**src/rtl/kronos_seg7_scan.sv**
```systemverilog
// Bus-mapped N-digit multiplexed seven-segment scanner with per-digit blanking.
// Define KRONOS_SEG7_DIM_EN to add the BRIGHT register (0xC) and PWM gating of cat.
`timescale 1ns/1ps

module kronos_seg7_scan #(
    parameter int NUM_DIGITS  = 2,
    parameter int REFRESH_DIV = 1024,
    parameter bit SEG_INVERT  = 1'b0
) (
    input  logic                  clk,
    input  logic                  rst,
    input  logic [3:0]            data_addr,
    input  logic [31:0]           data_wdata,
    input  logic [3:0]            data_mask,
    input  logic                  data_wr_en,
    input  logic                  data_req,
    output logic                  data_ack,
    output logic [31:0]           data_rdata,
    output logic [6:0]            seg,
    output logic [NUM_DIGITS-1:0] cat
);

    localparam int DW = NUM_DIGITS * 4;
    localparam int PW = $clog2(REFRESH_DIV);
    localparam int IW = (NUM_DIGITS > 1) ? $clog2(NUM_DIGITS) : 1;
    localparam logic [PW-1:0]         PRESC_LAST = PW'(REFRESH_DIV - 1);
    localparam logic [IW-1:0]         IDX_LAST   = IW'(NUM_DIGITS - 1);
    localparam logic [6:0]            SEG_IDLE   = SEG_INVERT ? 7'h7F : 7'h00;
    localparam logic [NUM_DIGITS-1:0] CAT_IDLE   = SEG_INVERT ? {NUM_DIGITS{1'b1}} : '0;

    function automatic logic [6:0] hex_decode(input logic [3:0] nib);
        logic [6:0] s;
        case (nib)
            4'h0: s = 7'h3F;
            4'h1: s = 7'h06;
            4'h2: s = 7'h5B;
            4'h3: s = 7'h4F;
            4'h4: s = 7'h66;
            4'h5: s = 7'h6D;
            4'h6: s = 7'h7D;
            4'h7: s = 7'h07;
            4'h8: s = 7'h7F;
            4'h9: s = 7'h6F;
            4'hA: s = 7'h77;
            4'hB: s = 7'h7C;
            4'hC: s = 7'h39;
            4'hD: s = 7'h5E;
            4'hE: s = 7'h79;
            default: s = 7'h71;
        endcase
        return s;
    endfunction

    logic [DW-1:0]         data_q, data_d;
    logic                  en_q, en_d;
    logic [NUM_DIGITS-1:0] blank_q, blank_d;
    logic                  ack_q, ack_d;
    logic [31:0]           rdata_q, rdata_d;
    logic [PW-1:0]         presc_q, presc_d;
    logic [IW-1:0]         idx_q, idx_d;
    logic [6:0]            seg_q, seg_d;
    logic [NUM_DIGITS-1:0] cat_q, cat_d;
`ifdef KRONOS_SEG7_DIM_EN
    logic [3:0]            bright_q, bright_d;
`endif

    logic [31:0]           rd_val;
    logic [31:0]           data_cur;
    logic [31:0]           data_merged;
    logic                  wr_commit;
    logic [3:0]            nibble;
    logic                  cat_on;
    logic [NUM_DIGITS-1:0] cat_raw;
    logic                  unused_bits;

    assign unused_bits = ^{data_addr[1:0], data_merged};

    always_comb begin
        ack_d     = data_req & ~ack_q;
        wr_commit = ack_d & data_wr_en;

        rd_val = '0;
        case (data_addr[3:2])
            2'd0: rd_val[DW-1:0] = data_q;
            2'd1: begin
                rd_val[0]               = en_q;
                rd_val[8 +: NUM_DIGITS] = blank_q;
            end
`ifdef KRONOS_SEG7_DIM_EN
            2'd3: rd_val[3:0] = bright_q;
`endif
            default: rd_val = '0;
        endcase
        rdata_d = (ack_d && !data_wr_en) ? rd_val : '0;

        data_cur         = '0;
        data_cur[DW-1:0] = data_q;
        for (int b = 0; b < 4; b++) begin
            data_merged[8*b +: 8] = data_mask[b] ? data_wdata[8*b +: 8] : data_cur[8*b +: 8];
        end

        data_d  = data_q;
        en_d    = en_q;
        blank_d = blank_q;
`ifdef KRONOS_SEG7_DIM_EN
        bright_d = bright_q;
`endif
        if (wr_commit) begin
            case (data_addr[3:2])
                2'd0: data_d = data_merged[DW-1:0];
                2'd1: begin
                    if (data_mask[0]) en_d    = data_wdata[0];
                    if (data_mask[1]) blank_d = data_wdata[8 +: NUM_DIGITS];
                end
`ifdef KRONOS_SEG7_DIM_EN
                2'd3: if (data_mask[0]) bright_d = data_wdata[3:0];
`endif
                default: ;
            endcase
        end
    end

    // Scan: prescaler wraps naturally since REFRESH_DIV is a power of two.
    always_comb begin
        presc_d = '0;
        idx_d   = '0;
        if (en_q) begin
            presc_d = presc_q + 1'b1;
            idx_d   = idx_q;
            if (presc_q == PRESC_LAST) begin
                idx_d = (idx_q == IDX_LAST) ? '0 : idx_q + 1'b1;
            end
        end

        nibble = data_q[idx_q*4 +: 4];
        cat_on = en_q && (presc_q != '0) && !blank_q[idx_q];
`ifdef KRONOS_SEG7_DIM_EN
        cat_on = cat_on && (presc_q[PW-1 -: 4] <= bright_q);
`endif
        cat_raw = '0;
        if (cat_on) cat_raw[idx_q] = 1'b1;

        seg_d = (en_q ? hex_decode(nibble) : 7'h00) ^ SEG_IDLE;
        cat_d = cat_raw ^ CAT_IDLE;
    end

    always_ff @(posedge clk) begin
        if (rst) begin
            data_q  <= '0;
            en_q    <= 1'b0;
            blank_q <= '0;
            ack_q   <= 1'b0;
            rdata_q <= '0;
            presc_q <= '0;
            idx_q   <= '0;
            seg_q   <= SEG_IDLE;
            cat_q   <= CAT_IDLE;
`ifdef KRONOS_SEG7_DIM_EN
            bright_q <= 4'hF;
`endif
        end else begin
            data_q  <= data_d;
            en_q    <= en_d;
            blank_q <= blank_d;
            ack_q   <= ack_d;
            rdata_q <= rdata_d;
            presc_q <= presc_d;
            idx_q   <= idx_d;
            seg_q   <= seg_d;
            cat_q   <= cat_d;
`ifdef KRONOS_SEG7_DIM_EN
            bright_q <= bright_d;
`endif
        end
    end

    assign data_ack   = ack_q;
    assign data_rdata = rdata_q;
    assign seg        = seg_q;
    assign cat        = cat_q;

endmodule
```
**config.mk**
```make
export PLATFORM = sky130hd
export DESIGN_NAME = kronos_seg7_scan
export DESIGN_NICKNAME = d
export VERILOG_FILES = /design/src/rtl/kronos_seg7_scan.sv
export SDC_FILE = /design/constraint.sdc
export NUM_CORES = 1
export LEC_CHECK = 0
export BUFFER_PORTS_ARGS = -buffer_cell sky130_fd_sc_hd__buf_2
export CORE_ASPECT_RATIO = 1.25
export CORE_MARGIN = 2
export CORE_UTILIZATION = 42
export DETAILED_ROUTE_END_ITERATION = 6
export PLACE_DENSITY = 0.75
export SLEW_MARGIN = 25
export SYNTH_ARGS = -nofsm -noshare
export SYNTH_HDL_FRONTEND = slang
export SYNTH_SLANG_ARGS = --single-unit
export TNS_END_PERCENT = 50
```
**constraint.sdc**
```tcl
create_clock -name clk -period 1.8 [get_ports clk]
set_input_delay 0 -clock clk [delete_from_list [all_inputs] [get_ports clk]]
set_output_delay 0 -clock clk [all_outputs]
set_load 0.005 [all_outputs]
```
==> reports/results.txt <==
First-pass GRT wire length - 6230 um
Final hold violation count - 0
PD cells - 676.9 nW/um2
Drt total wl - 3762 um
Seq pwr share - 57.9%
Slew Viols, Final - 0
DRT iter0 DRCs - 47
Max stage delay on crit path - 460 ps
Worst setup startpoint - idx_q
Crit path cell chain - buf_4 -> mux2i_2 -> o21ai_0 -> a221oi_1
HP Start - rst
Nets - 315
Clock sink count - 42
DRC violations left - 0
Crit path max fanout - 11
I/O Buffers - 37
Worst vdd ir - 0.5270 mV
Worst-skew pair later-pin latency - 300 ps
Share of layout cells above drive strength 1 - 25.10%
CP top delay family - multiplexers
Chip Height - 80.68 um
Row count - 27
Most frequent cells in the layout - dfxtp_1 (41), buf_2 (37), nor2_1 (24), conb_1 (22), mux2i_1 (12)
Setup Crit Path Kind - reg2reg
Final Skew - 9.505 ps
DIE WIDTH - 65.35 um
Total Routing Usage GR - 15.26%
TritonCTS clock tree - done
Clock Tree Root - clkbuf_8
Vias per inst - 4.732
Most common cell after layout, fill and taps aside - dfxtp_1
Total number of vias - 1519
Sw Pwr - 367.8 uW
Crit path required time - 1990 ps
Inserted Clock Buffers - 5
Post-Synthesis Cells - 205
Post-synth EDFFs - 0
Antenna violations before repair - 0
Vias in the first global route - 1412
P&R area growth vs syn - 21.15%
CP startpoint kind - flip-flop
Post-CTS Repair Setup Buffers - 0
Status - finished, final reports clean
Worst Max-Slew Pin Slew - 614.5 ps
Ys async rst share - 0%
Final worst-path cycle share - 90.16%
Global route total overflow - 0
Worst R2R Start - idx_q
Worst Setup End Kind - flip-flop
Wire per inst - 11.72 um
Ys flop type - dfxtp_1
Int Power - 1252 uW
# fillers - 415
Clk pwr share - 36.5%
Post-synthesis cell type count - 43
Slew margin rel. - 59.03%
Logic pwr share - 5.6%
WP buf/inv - 1
Largest net degree at the start of global routing - 16
Antenna Cells - 0
Leak - 0.001070 uW
Worst Hold Class - in2reg
Antenna-violating nets left - 0
RSZ-0062 raised after global routing - no
Synth warnings - 0
Final number of setup-violating endpoints - 0
Sequential share of the synthesized area - 42.56%
Gp weighted congestion - 0.8079
Critical Path AT - 1820 ps
Synthesized area - 1976 um2
CP max-delay cell - mux2i_2
DR pass1 iterations - 4
Hpwl dp - 2671 um
Starting Density - 44.30%
Post-Route Setup TNS - 0 ps
FF+latch count, synth - 42
Ports - 86
Max H-tree Level - 2
Clock transition at path regs - 80 ps
Max-Cap Viols - 0
Core area - 4459 um2
Die area - 5272 um2
Switching share of total power - 22.70%
Avg Cell Area, Syn - 9.637 um2
Fmax - 616.2 MHz
Clock buffer depth - 2
Layout Utilization - 53.68%
Tmin final - 1623 ps
## flip-flops by register name, indices dropped and copies added, names as in the netlist
| name | flops |
|---|---|
| blank_q | 2 |
| cat | 2 |
| presc_q | 10 |
| idx_q | 1 |
| seg | 7 |
| data_ack | 1 |
| data_q | 8 |
| data_rdata | 10 |
| en_q | 1 |
## what timing repair did
item	CTS	global route
resized for setup	0	2
hold buffers	11	0
endpoints found under the setup margin	0	1
endpoints found under the hold margin	12	0
## power groups by stage
| stage | Sequential, uW | Clock, uW | Combinational [uW] |
|---|---|---|---|
| 2_1_floorplan | 959 | 0 | 73.0 |
| 3_3_place_gp | 959 | 0 | 68.4 |
| 3_5_place_dp | 959 | 0 | 69.8 |
| 4_1_cts | 937 | 611 | 88.2 |
| 5_1_grt | 938 | 643 | 103 |
| 6_report | 938 | 592 | 90.9 |
## layout make-up
class / instances / area, um2 / share of cell area (%)
Inverter: 6 / 22.52 / 0.9409
Clock inverter: 2 / 13.76 / 0.5750
Timing Repair Buffer: 54 / 340.3 / 14.22
Clock buffer: 6 / 72.57 / 3.032
Sequential cell: 42 / 842.1 / 35.18
Tap cell: 58 / 72.57 / 3.032
Multi-Input combinational cell: 153 / 1030 / 43.02
## cell usage after synthesis (3+ instances only)
| cell | number | area (um2) |
|---|---|---|
| a21oi_1 | 4 | 20.02 |
| ha_1 | 9 | 112.6 |
| nor2b_1 | 4 | 25.02 |
| and2_1 | 10 | 62.56 |
| inv_1 | 6 | 22.52 |
| nor2_1 | 24 | 90.09 |
| or3_1 | 3 | 18.77 |
| buf_4 | 22 | 165.2 |
| o21ai_0 | 4 | 20.02 |
| nor3_1 | 10 | 50.05 |
| nand2b_1 | 4 | 25.02 |
| dfxtp_1 | 42 | 840.8 |
| mux2i_1 | 13 | 130.1 |
| xnor2_1 | 5 | 43.79 |
| nand3_1 | 5 | 25.02 |
| nand2_1 | 7 | 26.28 |
| xor2_1 | 3 | 26.28 |
## worst paths after layout
path / endpoint / slack, ps / cells after the start
worst max-delay path: seg[1] / 180 / 4
worst min-delay path: blank_q[0] / 40 / 2
worst max register to register: seg[1] / 180 / 4
worst min register to register: cat[1] / 460 / 1
## per-layer routing
metal / wire, um / GRT usage, % / vias up
met5: 0 / 0 / -
met4: 46 / 4.792 / 0
met3: 187 / 4.342 / 5
met2: 1894 / 27.14 / 44
met1: 1634 / 17.45 / 706
li1: - / - / 764
## stage by stage
stage / instance area [um2] / std cells / hold WS (ps) / total power, uW / worst slack, ps
floorplan: 2071 / 226 / 72.38 / 1032 / 20.52
global placement: 2190 / 302 / 231.4 / 1027 / 117.6
detailed placement: 2190 / 302 / 235.9 / 1029 / 112.0
CTS: 2386 / 321 / 40.10 / 1636 / 71.53
global route: 2394 / 321 / 75.50 / 1684 / 13.17
finish: 2394 / 321 / 41.86 / 1620 / 177.0
## cell families after synthesis
logic type | Yosys count | synth area share (%)
other | 1 | 0.1898
DFF | 42 | 42.56
AOI/OAI and AO/OA | 19 | 6.967
buffers and inverters | 31 | 10.45
xor gates and xnor gates | 8 | 3.547
muxes | 17 | 9.309
adders and majority gates | 9 | 5.700
and+or+nand+nor | 78 | 21.28
No activity file was read; power rests on OpenSTA's default activity.
